$ cat config.mk
export PLATFORM = sky130hd
export DESIGN_NAME = muldiv_sequencer
export DESIGN_NICKNAME = d
export VERILOG_FILES = /design/src/rtl/muldiv_sequencer.sv
export SDC_FILE = /design/constraint.sdc
export NUM_CORES = 1
export LEC_CHECK = 0
export CORE_MARGIN = 1
export CORE_UTILIZATION = 51
export DETAILED_ROUTE_END_ITERATION = 12
export PLACE_DENSITY = 0.86
export SYNTH_ARGS = -nofsm -noshare
export SYNTH_HDL_FRONTEND = slang
export SYNTH_SLANG_ARGS = --single-unit
$ cat constraint.sdc
create_clock -name clk -period 3.43 [get_ports clk]
set_input_delay 0.686 -clock clk [delete_from_list [all_inputs] [get_ports clk]]
set_output_delay 0.686 -clock clk [all_outputs]
set_load 0.02 [all_outputs]
$ cat src/rtl/muldiv_sequencer.sv
// Iterative multiply/divide sequencer for the EX stage.
// Runs one bit per cycle on a shared WIDTH-bit add/sub and shift datapath and
// commits the HI/LO pair on entry to DONE. busy stalls the front of the pipe.
// Optional feature: define SIGNED_MULDIV_EN to enable signed MULT/DIV via op[1].
module muldiv_sequencer #(
    parameter int unsigned WIDTH = 32,
    parameter int unsigned CNT_W = 6
) (
    input  logic             clk,
    input  logic             reset,
    input  logic             start,
    input  logic [1:0]       op,
    input  logic [WIDTH-1:0] src_a,
    input  logic [WIDTH-1:0] src_b,
    output logic             busy,
    output logic             done,
    output logic             div_by_zero,
    output logic [WIDTH-1:0] hi,
    output logic [WIDTH-1:0] lo
);

    typedef enum logic [1:0] {
        StIdle = 2'd0,
        StRun  = 2'd1,
        StDone = 2'd2
    } state_e;

    localparam logic [CNT_W-1:0] LastCount = CNT_W'(WIDTH - 1);

    state_e           state_q;
    logic [CNT_W-1:0] count_q;
    logic             is_div_q;
    logic [WIDTH-1:0] divisor_q;  // B: multiplicand added in / divisor subtracted
    // Multiply: P. Divide: R. The restoring remainder is always below B after
    // each iteration, so only the shifted trial value needs the extra bit.
    logic [WIDTH-1:0] acc_hi_q;
    logic [WIDTH-1:0] acc_lo_q;   // Multiply: M. Divide: Q.

    logic [WIDTH-1:0] mag_a;
    logic [WIDTH-1:0] mag_b;

`ifdef SIGNED_MULDIV_EN
    logic             neg_res_q;  // negate product / quotient at commit
    logic             rem_neg_q;  // negate remainder at commit
    logic             sign_a;
    logic             sign_b;
`else
    logic             unused_op1;
    assign unused_op1 = op[1];
`endif

    // Operand conditioning at accept: magnitudes in signed mode, raw otherwise
    always_comb begin
`ifdef SIGNED_MULDIV_EN
        sign_a = op[1] & src_a[WIDTH-1];
        sign_b = op[1] & src_b[WIDTH-1];
        mag_a  = sign_a ? (~src_a + 1'b1) : src_a;
        mag_b  = sign_b ? (~src_b + 1'b1) : src_b;
`else
        mag_a  = src_a;
        mag_b  = src_b;
`endif
    end

    logic [WIDTH:0]   mul_sum;
    logic [WIDTH:0]   div_shift;
    logic             div_borrow;
    logic [WIDTH-1:0] div_diff;
    logic [WIDTH-1:0] step_hi;
    logic [WIDTH-1:0] step_lo;
    logic [WIDTH-1:0] res_hi;
    logic [WIDTH-1:0] res_lo;

    // One shift-add or restoring-subtract iteration, plus commit-time result fixup
    always_comb begin
        mul_sum    = {1'b0, acc_hi_q} + (acc_lo_q[0] ? {1'b0, divisor_q} : '0);
        div_shift  = {acc_hi_q, acc_lo_q[WIDTH-1]};
        div_borrow = div_shift < {1'b0, divisor_q};
        // Low bits suffice: without a borrow the true difference is below B.
        div_diff   = div_shift[WIDTH-1:0] - divisor_q;

        if (is_div_q) begin
            step_hi = div_borrow ? div_shift[WIDTH-1:0] : div_diff;
            step_lo = {acc_lo_q[WIDTH-2:0], ~div_borrow};
        end else begin
            step_hi = mul_sum[WIDTH:1];
            step_lo = {mul_sum[0], acc_lo_q[WIDTH-1:1]};
        end

        res_hi = step_hi;
        res_lo = step_lo;
`ifdef SIGNED_MULDIV_EN
        if (is_div_q) begin
            if (neg_res_q) res_lo = ~step_lo + 1'b1;
            if (rem_neg_q) res_hi = ~step_hi + 1'b1;
        end else if (neg_res_q) begin
            {res_hi, res_lo} = ~{step_hi, step_lo} + 1'b1;
        end
`endif
    end

    // Sequencer FSM with registered busy/done and HI/LO commit
    always_ff @(posedge clk) begin
        if (reset) begin
            state_q     <= StIdle;
            count_q     <= '0;
            is_div_q    <= 1'b0;
            divisor_q   <= '0;
            acc_hi_q    <= '0;
            acc_lo_q    <= '0;
            busy        <= 1'b0;
            done        <= 1'b0;
            div_by_zero <= 1'b0;
            hi          <= '0;
            lo          <= '0;
`ifdef SIGNED_MULDIV_EN
            neg_res_q   <= 1'b0;
            rem_neg_q   <= 1'b0;
`endif
        end else begin
            done <= 1'b0;
            case (state_q)
                StIdle, StDone: begin
                    if (start) begin
                        count_q   <= '0;
                        is_div_q  <= op[0];
                        divisor_q <= mag_b;
                        acc_hi_q  <= '0;
                        acc_lo_q  <= mag_a;
`ifdef SIGNED_MULDIV_EN
                        neg_res_q <= sign_a ^ sign_b;
                        rem_neg_q <= sign_a;
`endif
                        if (op[0] && (src_b == '0)) begin
                            // Divide by zero skips RUN; result uses the raw dividend
                            state_q     <= StDone;
                            busy        <= 1'b0;
                            done        <= 1'b1;
                            div_by_zero <= 1'b1;
                            hi          <= src_a;
                            lo          <= '1;
                        end else begin
                            state_q <= StRun;
                            busy    <= 1'b1;
                        end
                    end else begin
                        state_q <= StIdle;
                        busy    <= 1'b0;
                    end
                end
                StRun: begin
                    acc_hi_q <= step_hi;
                    acc_lo_q <= step_lo;
                    count_q  <= count_q + CNT_W'(1);
                    if (count_q == LastCount) begin
                        state_q <= StDone;
                        busy    <= 1'b0;
                        done    <= 1'b1;
                        hi      <= res_hi;
                        lo      <= res_lo;
                    end
                end
                default: begin
                    state_q <= StIdle;
                    busy    <= 1'b0;
                end
            endcase
        end
    end

endmodule

== Word level (Yosys, flattened, before mapping) ==
Cells that the tools add are included.

* Output and inout bits: 67
* Logic and storage cells: 61
* Flip-flop bits (word level): 172

* Bitwise gates (word level): 1
* $lt $le $gt $ge: 1
* Multiplexer cells: 30
* Add/subtract/negate cells: 3
* Reduce and logical (&&, ||, !) cells: 9
* Equal/unequal tests: 6

{| class="wikitable"
|+ Operator list
! kind !! count
|-
| $mux W32 || 12
|-
| $pmux W32 S2 || 4
|-
| $add A32 B32 Y33 || 1
|-
| $lt A33 B32 Y1 || 1
|-
| $logic_not A32 Y1 || 1
|-
| $sub A32 B32 Y32 || 1
|-
| $pmux W6 S2 || 1
|-
| $add A6 B1 Y6 const B || 1
|-
| $eq A6 B5 Y1 const B || 1
|-
| $mux W1 || 6
|-
| $mux W2 || 3
|-
| $mux W6 || 1
|-
| $ne A2 B2 Y1 const B || 3
|-
| $pmux W1 S2 || 2
|-
| $pmux W2 S2 || 1
|-
| $reduce_and A2 Y1 || 2
|-
| $reduce_and A4 Y1 || 1
|-
| $reduce_and A3 Y1 || 1
|-
| $eq A2 B1 Y1 const B || 1
|-
| $eq A2 B2 Y1 const B || 1
|-
| $logic_not A2 Y1 || 1
|-
| $reduce_bool A2 Y1 || 1
|-
| $reduce_or A2 Y1 || 1
|-
| $logic_and A1 B1 Y1 || 1
|-
| $not A1 Y1 || 1
|}

== Logic depth before layout (Yosys ltp) ==
Gate-level depths: netlist of the first run.

* Depth in word-level cells: 5
* Depth in mapped cells: 15

== Worst setup path before layout of the first run ==
No wires, ideal clock.

* Path type: reg-to-reg
* Start: register acc_lo_q[0]
* End: register hi[31]
* Data required time: 3.351 ns
* Path buffers: 1
* Cell stages (with the launch flop): 14
* Period minus slack after synthesis: 3.343 ns
* Path slack: 0.087 ns
* Arrival time: 3.264 ns
* Path through: dfxtp_1 clkbuf_1 nand2_1 fa_1 nand2b_1 a21o_1 a31oi_1 a311o_1 a311oi_1 o31ai_1 a31oi_1 o21a_1 a2111o_1 a211oi_2

* Word-level cells in the longest chain between the ends: 5

{| class="wikitable"
|+ Ends and longest elaborated chain
! item !! RTL line !! RTL
|-
| from (decl) || 37 || <nowiki>logic [WIDTH-1:0] acc_lo_q;</nowiki>
|-
| from (signal assigned) || 129 || <nowiki>acc_lo_q <= mag_a;</nowiki>
|-
| from (signal assigned) || 153 || <nowiki>acc_lo_q <= step_lo;</nowiki>
|-
| $mux W32 || 76 || <nowiki>mul_sum = {1'b0, acc_hi_q} + (acc_lo_q[0] ? {1'b0, divisor_q} : '0);</nowiki>
|-
| $add A32 B32 Y33 || 76 ||
|-
| $mux W32 || 82 || <nowiki>if (is_div_q) begin</nowiki>
|-
| $mux W32 || 155 || <nowiki>if (count_q == LastCount) begin</nowiki>
|-
| $pmux W32 S2 || 122 || <nowiki>case (state_q)</nowiki>
|-
| to (signal assigned) || 140 || <nowiki>hi <= src_a;</nowiki>
|-
| to (signal assigned) || 159 || <nowiki>hi <= res_hi;</nowiki>
|-
| to (decl) || 18 || <nowiki>output logic [WIDTH-1:0] hi,</nowiki>
|}

No other way between the ends. The select of a mux whose other input is x is not followed.
A chain may end at the register's enable or synchronous reset.

== Final worst setup path of the first run ==
* Start: register divisor_q[0]
* End: register hi[31]

* Word-level cells in the longest chain between the ends: 5

{| class="wikitable"
|+ Ends and longest elaborated chain
! item !! RTL line !! RTL
|-
| from (decl) || 33 || <nowiki>logic [WIDTH-1:0] divisor_q;</nowiki>
|-
| from (signal assigned) || 127 || <nowiki>divisor_q <= mag_b;</nowiki>
|-
| $mux W32 (tied with other cells) || 76 ||
|-
| $add A32 B32 Y33 / $mux W32 (equally long branches) || 76, 83 ||
|-
| $mux W32 (*) || 82 ||
|-
| $mux W32 (*) || 155 ||
|-
| $pmux W32 S2 (*) || 122 ||
|}

Every way passes the cells marked *; elsewhere a longest branch is shown, timed or not. The select of a mux whose other input is x is not followed.

==> out/qor.csv, run 1 <==
stage;metric;value;unit
setup_path;arrival time worst endpoint;3.89;ns
final_layout;final core occ;67.4;%
synth;Yosys Warn Count;0;
setup_path;required time of the worst setup path;3.79;ns
detailed_routing;DR WL/cell;18.9;microns
synth;Synth area leaders;dfxtp_1, nand2_1, ha_1;
synth;XOR/XNOR share of the synthesized area;4.04;%
setup_path;slowest stage cell, crit path;a2111o_1;
power_and_ir_drop;Internal;0.00388;W
placed_design;DP Cell Count;1879;
sta;Worst slew margin;46.9;%
synth;Compound-Gate Fraction of Synth Area;29.6;%
sta;Final setup viols;2;
final_layout;layout cells sized above 1;14.1;%
clocking;later-pin clock latency in the skew report;0.44;ns
sta;RSZ-0062 raised after global routing;true;
sta;Slew Viols, Final;0;
synth;post-synthesis adder-cell area fraction;7.71;%
setup_path;Crit Path Category;flip-flop to flip-flop;
placed_design;worst slack at placement;-0.144;ns
synth;Cell variety after synth;73;
synth;mean post-synth cell area;7.62;sq um
power_and_ir_drop;Sw Share;35.2;%
sta;min cycle time layout;3.54;ns
floorplanning;Starting Density;52.3;%
placed_design;gpl congestion;0.960;
clocking;total CTS buffers;17;
placed_design;DP HPWL;27.0;mm
sta;clock skew;0.0111;ns
final_layout;Area growth, synth to finish;28.9;%
synth;EDFF count, synth;0;
sta;fmax;0.283;GHz
setup_path;CP top delay family;compound AO/OA/AOI/OAI gates;
power_and_ir_drop;Clk pwr share;32.1;%
power_and_ir_drop;Power Dens Cells;419;nW/um^2
floorplanning;chip height;149;microns
synth;largest family of logic cells by synthesized area;compound AO/OA/AOI/OAI gates;
final_layout;Filler Cell Count;1700;
sta;hold slack;0.483;ns
synth;syn nets;1587;
final_layout;ant diodes;0;
sta;final hold viol count;0;
floorplanning;Row Count;53;
global_route;vias in the first global route;11000;
detailed_routing;Detailed Route Iter0 Violations;901;
global_route;largest net degree at the start of global routing;76;
final_layout;fin area;14300;sq um
final_layout;nets;1767;
run_status;status;finished, violations left;
sta;Tcrit/Tclk final;103;%
setup_path;max incr delay on CP;0.46;ns
floorplanning;Horiz. Die Dim;149;microns
setup_path;largest fanout on the critical path;3;
final_layout;Finished Layout Cells;1919;
detailed_routing;DRT antenna net count;0;
setup_path;R2R Setup Slk;-0.11;ns
detailed_routing;Vias;11800;
floorplanning;CORE AREA;21200;sq um
setup_path;Worst Setup End Kind;flip-flop;
power_and_ir_drop;maximum VDD drop;0.000285;V
setup_path;Crit path buffers/inverters;1;
synth;post-synthesis mux area share;0.871;%
clocking;clock tree buffer depth;2;
synth;most numerous cell in the Yosys netlist;nand2_1;
synth;Simple-Gate Fraction of Synth Area;21.4;%
global_route;global-route wire length before repair;56.6;mm
synth;most common flop cell mapped by yosys;dfxtp_1;
detailed_routing;First-pass DRT Iterations;5;
clocking;CTS clk-pin slew, worst paths;0.08;ns
detailed_routing;Avg Vias per Cell;6.17;
synth;Post-synth ARST share;0;%
synth;list of most frequent post-synthesis cells;nand2_1, dfxtp_1, a21oi_1;
synth;Post-Syn Area;11100;sq um
floorplanning;# IOs;136;
power_and_ir_drop;Leakage;5.63;nW
setup_path;CP Cell Sequence;and2_4 -> ha_4 -> inv_2 -> fa_2 -> nand2b_4 -> a21o_1 -> a31oi_4 -> a311o_1 -> a311oi_2 -> o31ai_2 -> a31oi_2 -> o21a_1 -> a2111o_1 -> a211oi_2;
detailed_routing;Residual DRC;0;
synth;Cells after Synth;1451;
global_route;total track usage;32.4;%
clocking;CTS Root Cell;clkbuf_16;
flow_run;max_cap viols;0;
min_path;HP Class;flip-flop to flip-flop;
detailed_routing;WL final;36.2;mm
clocking;CTS sink count;171;
sta;worst slew pin tran;0.797;ns
power_and_ir_drop;combinational fraction of design power;30.6;%
clocking;htree depth;4;
global_route;grt total ovfl;0;
global_route;initial antenna violation count;0;
power_and_ir_drop;sequential power share;37.3;%
setup_path;Startpoint Class;flip-flop;
synth;post-synth top area cell;dfxtp_1;
run_status;violated checks;negative setup slack;
sta;setup slack after layout;-0.106;ns
synth;top-area cell type share of the netlist area;31.0;%
placed_design;Port Buf Inserts;134;
synth;Seq/Total Area, Yosys;31.0;%
clocking;TritonCTS clock tree;done;
floorplanning;full die area;22300;sq um
power_and_ir_drop;sw power;0.00211;W
synth;FF+latch count, synth;171;
placed_design;Area after DPL;13400;sq um
[layer usage]
metal	up-vias	track usage, %	routed length (microns)
li1	5627	-	-
met1	5471	44.5	15800
met2	652	49.7	15500
met3	82	6.73	3760
met4	0	11.9	1120
met5	-	0	0
[cell type report]
type                            count  area, sq um  area share, %
Tap cell                          275          344           2.41
Multi-Input combinational cell   1126         7310           51.2
Clock buffer                       17          425           2.98
Inverter                           51          191           1.34
Sequential cell                   171         3430           24.0
Timing Repair Buffer              264         2410           16.9
Clock inverter                     15          153           1.07
[power by group through the flow]
stage          clock network (W)  registers (W)  logic, W
2_1_floorplan                  0        0.00231  0.000965
3_3_place_gp                   0        0.00226   0.00168
3_5_place_dp                   0        0.00227   0.00171
4_1_cts                  0.00192        0.00223   0.00172
5_1_grt                  0.00201        0.00225   0.00196
6_report                 0.00192        0.00223   0.00183
[stage by stage]
step	total power, W	TNS [ns]
after floorplan	0.00327	0
after global placement	0.00394	-5.02
after detailed placement	0.00398	-5.97
after CTS	0.00586	0
after global routing	0.00622	-0.762
final	0.00598	-0.139
[registers in the layout, summed over array words and instances, names as in the netlist]
| name | flops |
|---|---|
| done | 1 |
| is_div_q | 1 |
| div_by_zero | 1 |
| state_q | 2 |
| acc_hi_q | 32 |
| count_q | 6 |
| hi | 32 |
| acc_lo_q | 32 |
| lo | 32 |
| divisor_q | 32 |
[path summary, 6_finish.rpt]
path,startpoint,end,depth (start not counted)
max,divisor_q[0],hi[31],14
max reg2reg,divisor_q[0],hi[31],14
min reg2reg,divisor_q[31],divisor_q[31],2
min,divisor_q[31],divisor_q[31],2
[what timing repair did]
item / 4_1_cts / 5_1_grt
pin swaps: 2 / 25
buffers inserted: 2 / 8
endpoints found under the hold margin: 0 / 0
hold buffers: 0 / 0
resized for setup: 3 / 56
endpoints found under the setup margin: 4 / 43
[tightest hold or removal path: cells and delay by family (launching register included)]
kind | cells | cell delay [ns]
AOI/OAI and AO/OA | 1 | 0.05
DFF | 1 | 0.33
and+or+nand+nor | 1 | 0.06
[placed cells by master, fill, tap and decap left out, types with 5 or more instances in the layout]
master             n
a211oi_2           8
mux2_2             5
and3_1             6
inv_8              5
dfxtp_1          167
nor3_1            22
clkdlybuf4s50_1  133
a22oi_1            5
a211oi_1          89
nand3_1           23
nor4_1            11
clkbuf_16         17
o21a_1            16
buf_12             7
xor2_1            18
a21oi_1          131
o21ai_0           47
a31oi_1           12
o211ai_1          17
a21oi_2            7
o21ai_1            5
nor2_1           125
buf_4            122
nand4_1           12
ha_1              62
inv_1             48
xnor2_1           32
a21o_1            28
nand2b_1           6
nand3b_1           5
nand2_1          217
and2_1            61
a311oi_1          35
a21boi_0           6
o21bai_1          10
[cell families after synthesis]
kind of cell	count (synthesis)
and+or+nand+nor	520
AOI/OAI and AO/OA	479
DFF	171
buffers and inverters	154
adders and majority gates	67
xor gates and xnor gates	51
muxes	9
No activity file was read; power rests on OpenSTA's default activity.
==> run 2, diff against run 1 <==
Settings changed: CAP_MARGIN set to 0, GPL_TIMING_DRIVEN set to 0.
==> run 2 against run 1 <==
The flow still finishes with violations (negative setup slack). Total power is 2.4% higher. Cell count down 0.16%. Setup slack improved by 0.075 ns. Sequential share of layout area up 0.39 points. Fmax up 2.2%. Global-route usage increased by 2.6 points. Clock power about the same. Register-to-register slack gained 0.08 ns. Count of clock-buffer cells in the layout stayed put. Largest cell class unchanged.
==> out/qor.csv, run 2 (synthesis gave the netlist of run 1 again) <==
stage;metric;value;unit;change
run_status;status;finished, violations left;;
run_status;violated checks;negative setup slack;;
floorplanning;full die area;22300;sq um;unchanged
sta;Final setup viols;1;;-1
power_and_ir_drop;Leakage;5.32;nW;-5.5%
sta;final hold viol count;0;;unchanged
global_route;initial antenna violation count;0;;unchanged
global_route;global-route wire length before repair;59.5;mm;+5.2%
flow_run;max_cap viols;0;;unchanged
setup_path;Crit Path Category;flip-flop to flip-flop;;
detailed_routing;Vias;12200;;+3.0%
setup_path;max incr delay on CP;0.46;ns;about the same
setup_path;Crit path buffers/inverters;4;;+3
floorplanning;Starting Density;52.3;%;unchanged
min_path;hold_sp;divisor_q[26];;
clocking;total CTS buffers;17;;unchanged
sta;Slew Viols, Final;0;;unchanged
min_path;HP Class;flip-flop to flip-flop;;
sta;hold slack;0.475;ns;-0.00876 ns
floorplanning;Horiz. Die Dim;149;microns;unchanged
setup_path;FF-to-FF Start;divisor_q[1];;
final_layout;layout cells sized above 1;11.5;%;-2.6 points
placed_design;worst slack at placement;-1.18;ns;-1.04 ns
min_path;worst hold endpoint;divisor_q[26];;
placed_design;gpl congestion;0.968;;+0.83%
clocking;CTS Root Cell;clkbuf_16;;
sta;worst slew pin tran;0.925;ns;+0.128 ns
setup_path;CP top delay family;compound AO/OA/AOI/OAI gates;;
global_route;largest net degree at the start of global routing;20;;-74%
final_layout;Filler Cell Count;1754;;+3.2%
final_layout;Area growth, synth to finish;27.8;%;
final_layout;ant diodes;0;;unchanged
global_route;total track usage;35.0;%;+2.6 points
power_and_ir_drop;Power Dens Cells;433;nW/um^2;+3.2%
min_path;Hold Path Depth;2;;unchanged
placed_design;DP HPWL;29.6;mm;+9.8%
detailed_routing;DR WL/cell;20.8;microns;+10%
placed_design;Port Buf Inserts;134;;unchanged
global_route;grt total ovfl;0;;unchanged
final_layout;Finished Layout Cells;1916;;-0.16%
sta;Tcrit/Tclk final;101;%;-2.2 points
final_layout;commonest non-fill, non-tap cell in the layout;nand2_1;;
setup_path;Worst Setup End Kind;flip-flop;;
setup_path;required time of the worst setup path;3.80;ns;about the same
floorplanning;CORE AREA;21200;sq um;unchanged
sta;setup slack after layout;-0.0306;ns;+0.0750 ns
setup_path;CP Cell Sequence;inv_2 -> ha_4 -> nor2b_4 -> o31a_1 -> o31ai_4 -> o41ai_4 -> buf_4 -> a21oi_4 -> o21a_1 -> buf_6 -> o21ai_4 -> buf_12 -> mux2i_2 -> a2111o_1 -> a211oi_2;;
clocking;later-pin clock latency in the skew report;0.45;ns;about the same
detailed_routing;Detailed Route Iter0 Violations;1260;;+40%
detailed_routing;DRT antenna net count;0;;unchanged
detailed_routing;Residual DRC;0;;unchanged
sta;min cycle time layout;3.46;ns;-0.0750 ns
setup_path;arrival time worst endpoint;3.83;ns;-0.06 ns
final_layout;nets;1765;;-0.11%
clocking;CTS clk-pin slew, worst paths;0.08;ns;about the same
sta;RSZ-0062 raised after global routing;true;;
floorplanning;# IOs;136;;unchanged
setup_path;reg2reg end;hi[31];;
detailed_routing;Avg Vias per Cell;6.36;;+3.1%
global_route;vias in the first global route;11100;;+0.76%
final_layout;final core occ;66.8;%;-0.56 points
detailed_routing;First-pass DRT Iterations;5;;unchanged
setup_path;R2R Setup Slk;-0.03;ns;+0.08 ns
setup_path;slowest stage cell, crit path;a2111o_1;;
sta;clock skew;0.0106;ns;-0.000535 ns
setup_path;reg2reg path depth;15;;+1
power_and_ir_drop;total power;0.00612;W;+2.4%
detailed_routing;WL final;39.8;mm;+10%
sta;fmax;0.289;GHz;+2.2%
placed_design;DP Cell Count;1860;;-1.0%
sta;Worst slew margin;38.1;%;-8.7 points
floorplanning;chip height;149;microns;unchanged
clocking;CTS sink count;171;;unchanged
final_layout;most frequent cells in the layout;nand2_1, dfxtp_1, clkdlybuf4s50_1;;
clocking;clock tree buffer depth;2;;unchanged
setup_path;Startpoint Class;flip-flop;;
setup_path;largest fanout on the critical path;7;;+4
clocking;TritonCTS clock tree;done;;
floorplanning;Row Count;53;;unchanged
power_and_ir_drop;maximum VDD drop;0.000353;V;+24%
clocking;htree depth;4;;unchanged
==> run 2: cell count changes in the layout (fill, tap and decap cells not counted), sizes merged <==
cell | before | now
clkinvlp | 2 | 1
inv | 55 | 59
buf | 131 | 47
clkbuf | 17 | 98
clkdlybuf4s50 | 133 | 134
clkinv | 9 | 5
==> run 2: worst max-delay path by stage <==
stage,start,end,slack [ns],cells past startpoint
CTS,divisor_q[8],hi[31],-0.03,16
floorplan,acc_lo_q[0],hi[31],0.09,13
global route,divisor_q[7],hi[31],-0.09,15
detailed placement,src_b[22],hi[9],-1.18,10
finish,divisor_q[1],hi[31],-0.03,15
global placement,src_b[22],hi[9],-1.32,10
==> run 2: power breakdown <==
group | switching, W | total (W) | internal [W]
logic | 0.00114 | 0.00194 | 0.000794
registers | 0.000117 | 0.00224 | 0.00212
clock network | 0.000976 | 0.00195 | 0.000970
==> run 2: routing by layer <==
metal  track usage, %  routed length (microns)  vias to the layer above
met2             55.0                    17700                      785
li1                 -                        -                     5612
met1             45.4                    15900                     5636
met3             7.34                     4330                      151
met5                0                        0                        -
met4             17.0                     1820                        0
==> run 2: layout make-up <==
class	instances	area [sq um]	share of cell area [%]
Inverter	51	191	1.35
Timing Repair Buffer	169	1650	11.7
Clock buffer	17	425	3.01
Sequential cell	171	3450	24.4
Tap cell	275	344	2.43
Clock inverter	14	141	1.00
Buffer	93	423	2.99
Multi-Input combinational cell	1126	7510	53.1
==> run 2: worst min-delay path, stage by stage, from the launching register on <==
cell and delay [ns]:
dfxtp_1 0.32, nand2_1 0.06, a21oi_1 0.05
==> run 2: what timing repair did <==
item,CTS,global route
hold buffers,0,0
cloned,0,1
pin swaps,19,36
gates resized for setup,52,95
hold endpoints to repair,0,0
setup endpoints to repair,96,75
buffers inserted,19,15
==> run 2: stage by stage <==
step	setup TNS, ns	cell area, sq um
finish	-0.0306	14100
global route	-0.524	14100
CTS	-0.0621	13700
detailed placement	-76.10	12700
global placement	-84.35	12700
floorplan	0	11100
